===== config.mk =====
export PLATFORM = sky130hd
export DESIGN_NAME = venom_pool
export DESIGN_NICKNAME = d
export VERILOG_FILES = /design/src/rtl/venom_pool.sv
export SDC_FILE = /design/constraint.sdc
export NUM_CORES = 1
export LEC_CHECK = 0
export CORE_MARGIN = 2
export CORE_UTILIZATION = 56
export CTS_CLUSTER_SIZE = 28
export DETAILED_ROUTE_END_ITERATION = 8
export PLACE_DENSITY = 0.9
export SLEW_MARGIN = 30
export SYNTH_ARGS = -nofsm -noshare
export SYNTH_HDL_FRONTEND = slang
export SYNTH_SLANG_ARGS = --single-unit

===== constraint.sdc =====
create_clock -name Clk -period 3.3 [get_ports Clk]
set_clock_uncertainty 0.05 [all_clocks]
set_input_delay 0.33 -clock Clk [delete_from_list [all_inputs] [get_ports Clk]]
set_output_delay 0.33 -clock Clk [all_outputs]
set_load 0.005 [all_outputs]

===== src/rtl/venom_pool.sv =====
// Multi-slot venom projectile pool: allocates shots on fire requests, moves them
// once per frame, retires them at the screen edge or on a hit, and enforces a fire cooldown.
module venom_pool #(
   parameter int NUM_SLOTS = 4,
   parameter int STEP      = 3,
   parameter int SIZE      = 4,
   parameter int X_MAX     = 639,
   parameter int Y_MAX     = 479,
   parameter int COOLDOWN  = 8,
   parameter int SW        = (NUM_SLOTS > 1) ? $clog2(NUM_SLOTS) : 1
) (
   input  logic                    Clk,
   input  logic                    Reset,
   input  logic                    frame_tick,
   input  logic                    fire_req,
   input  logic [1:0]              fire_dir,
   input  logic [9:0]              snakeX,
   input  logic [9:0]              snakeY,
   input  logic                    hit_valid,
   input  logic [SW-1:0]           hit_slot,
   output logic                    fire_ack,
   output logic [SW-1:0]           fire_slot,
   output logic [NUM_SLOTS-1:0]    active,
   output logic [10*NUM_SLOTS-1:0] VenomX,
   output logic [10*NUM_SLOTS-1:0] VenomY,
   output logic [9:0]              VenomS,
   output logic [SW:0]             free_count,
   output logic                    cooldown_busy
);

   localparam int CW = $clog2(COOLDOWN + 1);

   logic [NUM_SLOTS-1:0] activeQ;
   logic [9:0]           posX [NUM_SLOTS];
   logic [9:0]           posY [NUM_SLOTS];
   logic [1:0]           dirQ [NUM_SLOTS];
   logic [CW-1:0]        coolCnt;
   logic                 fireAckQ;
   logic [SW-1:0]        fireSlotQ;
   logic                 freeFound;
   logic [SW-1:0]        freeIdx;
   logic                 accept;
   logic                 hitOk;
   logic [SW:0]          freeCnt;

   // True when the next move in direction d would leave the screen.
   function automatic logic atEdge(input logic [1:0] d, input logic [9:0] x, input logic [9:0] y);
      case (d)
         2'b00:   return y < 10'(STEP);
         2'b01:   return x < 10'(STEP);
         2'b10:   return ({1'b0, y} + 11'(STEP)) > 11'(Y_MAX);
         default: return ({1'b0, x} + 11'(STEP)) > 11'(X_MAX);
      endcase
   endfunction

   always_comb begin
      freeFound = 1'b0;
      freeIdx   = '0;
      freeCnt   = '0;
      for (int i = NUM_SLOTS - 1; i >= 0; i--) begin
         if (!activeQ[i]) begin
            freeFound = 1'b1;
            freeIdx   = SW'(i);
            freeCnt   = freeCnt + (SW+1)'(1);
         end
      end
   end

   assign accept = fire_req && (coolCnt == '0) && freeFound;
   assign hitOk  = hit_valid && ({1'b0, hit_slot} < (SW+1)'(NUM_SLOTS));

   always_ff @(posedge Clk or negedge Reset) begin
      if (!Reset) begin
         activeQ   <= '0;
         coolCnt   <= '0;
         fireAckQ  <= 1'b0;
         fireSlotQ <= '0;
         for (int i = 0; i < NUM_SLOTS; i++) begin
            posX[i] <= '0;
            posY[i] <= '0;
            dirQ[i] <= 2'b00;
         end
      end else begin
         fireAckQ <= accept;
         if (accept)
            fireSlotQ <= freeIdx;
         // The accepting edge reloads the counter even when frame_tick coincides.
         if (accept)
            coolCnt <= CW'(COOLDOWN);
         else if (frame_tick && (coolCnt != '0))
            coolCnt <= coolCnt - CW'(1);
         for (int i = 0; i < NUM_SLOTS; i++) begin
            if (accept && (freeIdx == SW'(i))) begin
               activeQ[i] <= 1'b1;
               posX[i]    <= snakeX;
               posY[i]    <= snakeY;
               dirQ[i]    <= fire_dir;
            end else if (hitOk && (hit_slot == SW'(i))) begin
               activeQ[i] <= 1'b0;
            end else if (frame_tick && activeQ[i]) begin
               // Retired shots keep their last position; only active says they are gone.
               if (atEdge(dirQ[i], posX[i], posY[i])) begin
                  activeQ[i] <= 1'b0;
               end else begin
                  case (dirQ[i])
                     2'b00:   posY[i] <= posY[i] - 10'(STEP);
                     2'b01:   posX[i] <= posX[i] - 10'(STEP);
                     2'b10:   posY[i] <= posY[i] + 10'(STEP);
                     default: posX[i] <= posX[i] + 10'(STEP);
                  endcase
               end
            end
         end
      end
   end

   always_comb begin
      VenomX = '0;
      VenomY = '0;
      for (int i = 0; i < NUM_SLOTS; i++) begin
         VenomX[10*i +: 10] = posX[i];
         VenomY[10*i +: 10] = posY[i];
      end
   end

   assign fire_ack      = fireAckQ;
   assign fire_slot     = fireSlotQ;
   assign active        = activeQ;
   assign VenomS        = 10'(SIZE);
   assign free_count    = freeCnt;
   assign cooldown_busy = (coolCnt != '0);

endmodule


==> impl_metrics.yaml <==
run_status:
  status: "completed"
floorplan:
  row_count: 45
  core-area_um2: 15030
  chipHeight_um: 127.2
  start_util_pct: 56.50
  die_area_um2: 16170
  die_w_um: 127.2
  ios: 130
cells_and_area:
  final_cells: 1342
  fillers: 1232
  finalNetCount: 1204
  antenna_cells: 0
  syn_to_final_growth_pct: 16.99
  multi_input_area_um2: 5450
  layout.area.seq_um2: 2477
  final_layout_size_suffix_gt1_share_pct: 6.326
  finish.utilization_pct: 66.09
  final_cell_mix: "nor2_1, clkdlybuf4s50_1, nand2_1"
  final_common_cell: "nor2_1"
setup_path:
  startpoint_type: "flop"
  crit_type: "reg2reg"
  crit_chain: "inv_1 -> ha_1 -> nand4b_1 -> mux2i_1 -> a31o_2 -> o41a_1 -> o31ai_2 -> buf_4 -> or4_2 -> a31oi_1"
  path_max_fanout: 20
  worstReg2RegStart: "VenomX[30]"
  slowest_delay_ns: 0.61
  cp.arrival_ns: 3.22
  worstPathRequired_ns: 3.52
  worst_setup_path_end_kind: "flop"
  slowest_stage: "or4_2"
  startpoint: "VenomX[30]"
synthesis:
  ys_dominant_reg_cell: "dfrtp_1"
  syn_area_per_cell_um2: 7.835
  synthCells: 1084
  synth.yosys.seq_area_share_pct: 29.17
  async_flop_share_pct: 100.0
  synth-edff-count: 0
  ys_warn_count: 0
  ys_ff_latch: 99
  synth_area_um2: 8493
  ys_types: 93
cts:
  cts_tree: "yes"
  cts-root-buf: "clkbuf_16"
  clockBufferDepth: 2
  clk_latency_ns: 0.35
  htreeDepth: 3
  tritoncts.num_buffers: 9
  cts.sinks: 99
  clkTransAtPathRegs_ns: 0.07
routing:
  first_pass_iters: 5
  wirelength_um: 25310
  routedWlPerCell_um: 18.86
  ant_nets: 0
  drc: 0
  drt_iter0_markers: 1090
  viasPerCell: 6.521
  vias: 8751
timing:
  rsz0062_at_grt: "false"
  tightest_slew_ns: 0.7234
  slew_viol_final: 0
  fmax_mhz: 333.2
  post-route-min-period_ns: 3.001
  finalCritPeriodShare_pct: 90.94
  final.setup.tns_ns: 0
  hold_viol: 0
  fin_ws_ns: 0.2990
  maxSlewHeadroom_pct: 51.45
  setup_viol: 0
  whs_ns: 0.4804
worst_hold_path:
  min-delay-start: "coolCnt[2]"
  worst_hold_path_type: "reg2reg"
placement:
  pre_cts_ws_ns: 0.3509
  portBuffers: 119
  place_inst: 1325
  place_hpwl_um: 18390
  gp_congestion: 0.9411
pwr:
  vdd_drop_max_mv: 0.3662
  power_leakage_nw: 3.763
  power_density_nw_per_um2: 709.2
global_routing:
  grt_max_degree: 54
  gr-usage-all-layers_pct: 31.10
  grt_pass1_vias: 7867
  gr-total-overflow: 0
  grt_antenna_before_repair: 0
  grt_pass1_wl_um: 40610
run:
  cap_violations: 0
worst max-delay path: cells and delay by family, from the launching register on:
family	cells	cell delay, ns
and+or+nand+nor	2	0.93
AOI/OAI and AO/OA	4	0.61
DFF	1	0.50
buffers and inverters	2	0.32
adders and majority gates	1	0.28
muxes	1	0.23
layer usage:
layer	part of all wire (%)	vias up	track usage, %	wire (um)
met2	45	468	48.70	11470
met1	41	4156	42.84	10410
met4	3.7	0	13.25	927
met5	0	-	0	0
met3	9.9	58	5.276	2503
li1	-	4069	-	-
what timing repair did:
action / 4_1_cts / 5_1_grt
hold endpoints to repair: 46 / 0
hold buffers: 1 / 0
buffers inserted: 0 / 0
gates resized for setup: 0 / 0
per-stage QoR:
| step | total power, mW | instance area, um2 |
|---|---|---|
| 2_1_floorplan | 4.437 | 8523 |
| 3_3_place_gp | 5.722 | 9604 |
| 3_5_place_dp | 5.817 | 9604 |
| 4_1_cts | 6.995 | 9936 |
| 5_1_grt | 7.517 | 9936 |
| 6_report | 7.046 | 9936 |
layout make-up:
cell class,count,area share (%)
Multi-Input combinational cell,870,54.85
Sequential cell,99,24.93
Timing Repair Buffer,135,13.32
Tap cell,188,2.367
Clock buffer,9,2.267
Inverter,34,1.284
Clock inverter,7,0.9697
state kept, by name (all words and copies together), names as in the netlist:
| signal | cells |
|---|---|
| VenomY | 40 |
| fire_slot | 2 |
| dirQ | 8 |
| fire_ack | 1 |
| VenomX | 40 |
| coolCnt | 4 |
| active | 4 |
power by group:
| part | switching, mW | internal (mW) |
|---|---|---|
| Sequential | 0.932 | 1.60 |
| Clock | 0.496 | 0.671 |
| Combinational | 1.61 | 1.74 |
| Total | 3.03 | 4.01 |
path summary, 6_finish.rpt:
kind / endpoint / slack, ns / cells past startpoint
min in group asynchronous: VenomY[0] / 0.49 / 2
max reg2reg: VenomX[39] / 0.30 / 10
max in group asynchronous: dirQ[5] / 2.00 / 3
min: coolCnt[2] / 0.48 / 1
max: VenomX[39] / 0.30 / 10
min reg2reg: coolCnt[2] / 0.48 / 1
synth_stat cells, types with 15 or more instances:
cell type  number  area (um2)
or4_1          17       127.6
nor2_1        125       469.2
clkbuf_1       38       142.6
ha_1           26       325.3
xnor2_1        42       367.9
inv_1          33       123.9
nand3_1        38       190.2
nand2_1       103       386.6
dfrtp_1        99        2477
nor4_1         17       106.4
a21oi_1        58       290.3
o211ai_1       22       165.2
o21ai_0        55       275.3
a31oi_1        34       212.7
xor2_1         15       131.4
or3_1          19       118.9
nand2b_1       21       131.4
buf_2          29       145.1
nor3_1         39       195.2
cells by family after synthesis:
family          Yosys count  share of synthesized area, %
mux                      14                         1.738
xor+xnor                 57                         5.878
fa+ha+maj                26                         3.830
flops                    99                         29.17
other cells               2                       0.08842
buf+inv                 123                         7.012
simple gates            478                         29.35
compound gates          285                         22.94
No activity file was read; power rests on OpenSTA's default activity.
==> edit 1, RTL diff (same flow settings) <==
Add an input register stage for `snakeY`, without a reset; this delays it by one clock. The other inputs are not delayed to match.
--- a/src/rtl/venom_pool.sv
+++ b/src/rtl/venom_pool.sv
@@ -29,6 +29,12 @@
 );
 
    localparam int CW = $clog2(COOLDOWN + 1);
+
+   logic [9:0] snakeY_q;
+
+   always_ff @(posedge Clk) begin
+      snakeY_q <= snakeY;
+   end
 
    logic [NUM_SLOTS-1:0] activeQ;
    logic [9:0]           posX [NUM_SLOTS];
@@ -93,7 +99,7 @@
             if (accept && (freeIdx == SW'(i))) begin
                activeQ[i] <= 1'b1;
                posX[i]    <= snakeX;
-               posY[i]    <= snakeY;
+               posY[i]    <= snakeY_q;
                dirQ[i]    <= fire_dir;
             end else if (hitOk && (hit_slot == SW'(i))) begin
                activeQ[i] <= 1'b0;
Function: changed (a bounded check fails within 4 cycles, from zero or initial values and one cycle with Reset low).
==> edit 1 against the unedited design <==
  * The run now ends with negative hold slack left
  * Fmax fell by 1.1%
  * Hold slack worse by 0.51 ns
  * Routed wire length rose by 8.5%
  * Final cell count up 5.7%
  * Final area is 4.7% higher
  * Sequential cell count increased by 10
  * Combinational power is 2% higher
  * First-iteration DRC count increased by 29%
  * Synthesized area grew 3.1%
  * Power is 2.2% higher
  * Setup slack worse by 0.034 ns
  * Via count rose by 5.8%
  * Synthesized cell count up 3.7%
  * Largest power group unchanged
  * Highest routed layer unchanged
==> edit 1: results <==
[pwr]
p_int_mw = 4.04
irDropWorstVdd_uv = 517
leakage_nw = 4.06

[drt]
met2WireLength_um = 12400
wl_um = 27500
drtIter0Drc = 1402
vias = 9255
wl_met3_um = 2840

[placement]
placed_cell_area_um2 = 10100
place.gp.congestion = 0.950
dpl.hpwl_um = 19500
dp_slack_ns = 0.228

[global_route]
grt_max_degree = 56
grt_pass1_wl_um = 43900
grt_pass1_vias = 8481
use_met2_pct = 51.5
use_met1_pct = 44.9
grt.total_usage_pct = 33.1

[critical_path]
worstPathMaxFanout = 8
crit_start = "VenomY[21]$_DFFE_PN0P_"

[final_layout]
drive_gt1_share_pct = 6.96
nNetsFinal = 1257
fillers = 1220

[timing]
finalHoldViolations = 24
tightestPinTransition_ns = 0.803
whs_ns = -0.0275

[status]
violations = "negative hold slack"
status = "finished, violations left"

[logic_synthesis]
synth-async-reset-ratio_pct = 90.8
synth_area_per_cell_um2 = 7.79
synth.yosys.seq_area_share_pct = 30.6
synthDistinctLibCells = 81

[hold_path]
hp-class = "input port to asynchronous set/reset pin"
[edit 1: cell families after synthesis]
family                   synth area share [%]
flip-flops                               30.6
buffers and inverters                    6.33
other                                  0.0858
XOR/XNOR                                 6.00
adder cells (fa/ha/maj)                  3.72
multiplexers                             2.89
AND/OR/NAND/NOR                          27.6
AO/OA/AOI/OAI                            22.8
[edit 1: power groups by stage]
stage,logic (mW),registers (mW),clock network (mW)
finish,3.41,2.67,1.12
detailed placement,3.35,2.63,0
global placement,3.27,2.62,0
floorplan,2.35,2.15,0
global route,3.74,2.74,1.17
CTS,3.38,2.62,1.12
[edit 1: worst paths after layout]
kind	slack, ns	end	cells past startpoint
min reg2reg	0.44	fire_slot[0]$_DFFE_PN0P_	2
max	0.26	VenomY[22]$_DFFE_PN0P_	10
max reg2reg	0.26	VenomY[22]$_DFFE_PN0P_	10
min in group Clk	0.36	snakeY_q[7]$_DFF_P_	1
min	-0.03	VenomX[8]$_DFFE_PN0P_	1
max in group asynchronous	2.43	VenomY[25]$_DFFE_PN0P_	2
[edit 1: cell type report]
class | instances | area, um^2 | share of cell area [%]
multi-input cells | 891 | 5570 | 53.5
flip-flops and latches | 109 | 2680 | 25.7
repair buffers | 151 | 1440 | 13.9
clock buffers | 14 | 287 | 2.75
well taps | 211 | 264 | 2.54
inverters | 40 | 150 | 1.44
clock inverters | 2 | 13.8 | 0.132
diodes | 1 | 2.50 | 0.0240
[edit 1: worst max-delay path, stage by stage, from the launching register on]
cell,delay [ns]
dfrtp_2,0.44
inv_1,0.11
ha_1,0.25
or3b_1,0.37
a2111oi_0,0.42
o211ai_1,0.19
a2111oi_4,0.50
buf_4,0.22
nor3_1,0.07
xnor2_1,0.17
a21oi_1,0.09
==> edit 2, RTL diff (same settings) <==
Without the edit above. `NUM_SLOTS`: 4 -> 2.
--- a/src/rtl/venom_pool.sv
+++ b/src/rtl/venom_pool.sv
@@ -1,7 +1,7 @@
 // Multi-slot venom projectile pool: allocates shots on fire requests, moves them
 // once per frame, retires them at the screen edge or on a hit, and enforces a fire cooldown.
 module venom_pool #(
-   parameter int NUM_SLOTS = 4,
+   parameter int NUM_SLOTS = 2,
    parameter int STEP      = 3,
    parameter int SIZE      = 4,
    parameter int X_MAX     = 639,
Interface: changed (6 resized); port bits go from 130 to 85. No check against the original RTL was run, so the function may have changed too.
==> edit 2 against the unedited design <==
  * Setup slack worse by 0.0025 ns
  * Final area decreased by 48%
  * Routed wire length down 53%
  * Synthesized area shrank 49%
  * Sequential cell count decreased by 47
  * Non-clock buffer count decreased by 46
  * Largest cell class unchanged
  * Power shrank 37%
==> edit 2: results <==
[status]
status = "finished, final reports clean"

[final_layout]
clk_share_pct = 1.86
buffers = 89
drive_gt1_share_pct = 6.01
multi_input_cells = 444
inverters = 23
nFlopsAndLatches = 52
multi_input_area_um2 = 2720
buffer_area_share_pct = 16.4
n_clock_buffer = 5

[clock_network]
cts_root_buf = "clkbuf_8"
clk_pin_slew_ns = 0.11
ctsHtreeMaxLevel = 2

[logic_synthesis]
syn_inst = 562
synth-compound-area-share_pct = 21.5
synthTopCellsByCount = "62 x nor2_1, 52 x dfrtp_1, 48 x nand2_1"
muxShareOfSynthArea_pct = 1.21
synth_area_leaders = "dfrtp_1 30%, nor2_1 5.4%, ha_1 4.3%, nand2_1 4.1%, a31oi_1 3.9%"
synth_xor_area_share_pct = 4.03
synthAdderAreaFrac_pct = 4.32

[pwr]
leakage_nw = 2.02
p_comb_mw = 2.52
p_clk_share_pct = 8.8
power.switching_mw = 2.11

[critical_path]
cp_slowest_stage_delay_ns = 0.51
cp_slowest_cell = "dfrtp_1"
arrival_ns = 3.19
critPathCapture = "VenomY[4]$_DFFE_PN0P_"
crit_start = "VenomX[0]$_DFFE_PN0P_"

[global_route]
use_met3_pct = 3.12
grt.total_usage_pct = 27.9
grt_max_degree = 32
use_met2_pct = 45.6

[hold_path]
whs_path_depth = 1

[drt]
wl_met1_um = 5190
vias = 4510
routed_via_density = 6.28
met2WireLength_um = 5850
drtIter0Drc = 332

[placement]
dpl.hpwl_um = 8760
place.gp.congestion = 0.927
dp_cells = 709
portBuffers = 74
-- edit 2: cell types whose count changed after synthesis, sizes merged, moves of 14 or more --
cell,unedited run,this run
o211ai,22,1
a21oi,58,22
nand2,104,48
nand3,40,24
nand2b,21,6
xnor2,42,11
clkbuf,40,26
o21ai,65,44
buf,49,25
nor2,125,62
dfrtp,99,52
nor3,40,16
-- edit 2: per-stage QoR --
| step | power (mW) | worst slack, ns | area (um^2) | hold WS (ns) |
|---|---|---|---|---|
| floorplan | 3.00 | 0.492 | 4380 | -0.0156 |
| global route | 4.78 | 0.0799 | 5180 | 0.503 |
| CTS | 4.39 | 0.291 | 5180 | 0.475 |
| detailed placement | 3.99 | 0.297 | 5080 | 0.340 |
| finish | 4.44 | 0.297 | 5180 | 0.476 |
| global placement | 3.89 | 0.394 | 5080 | 0.330 |
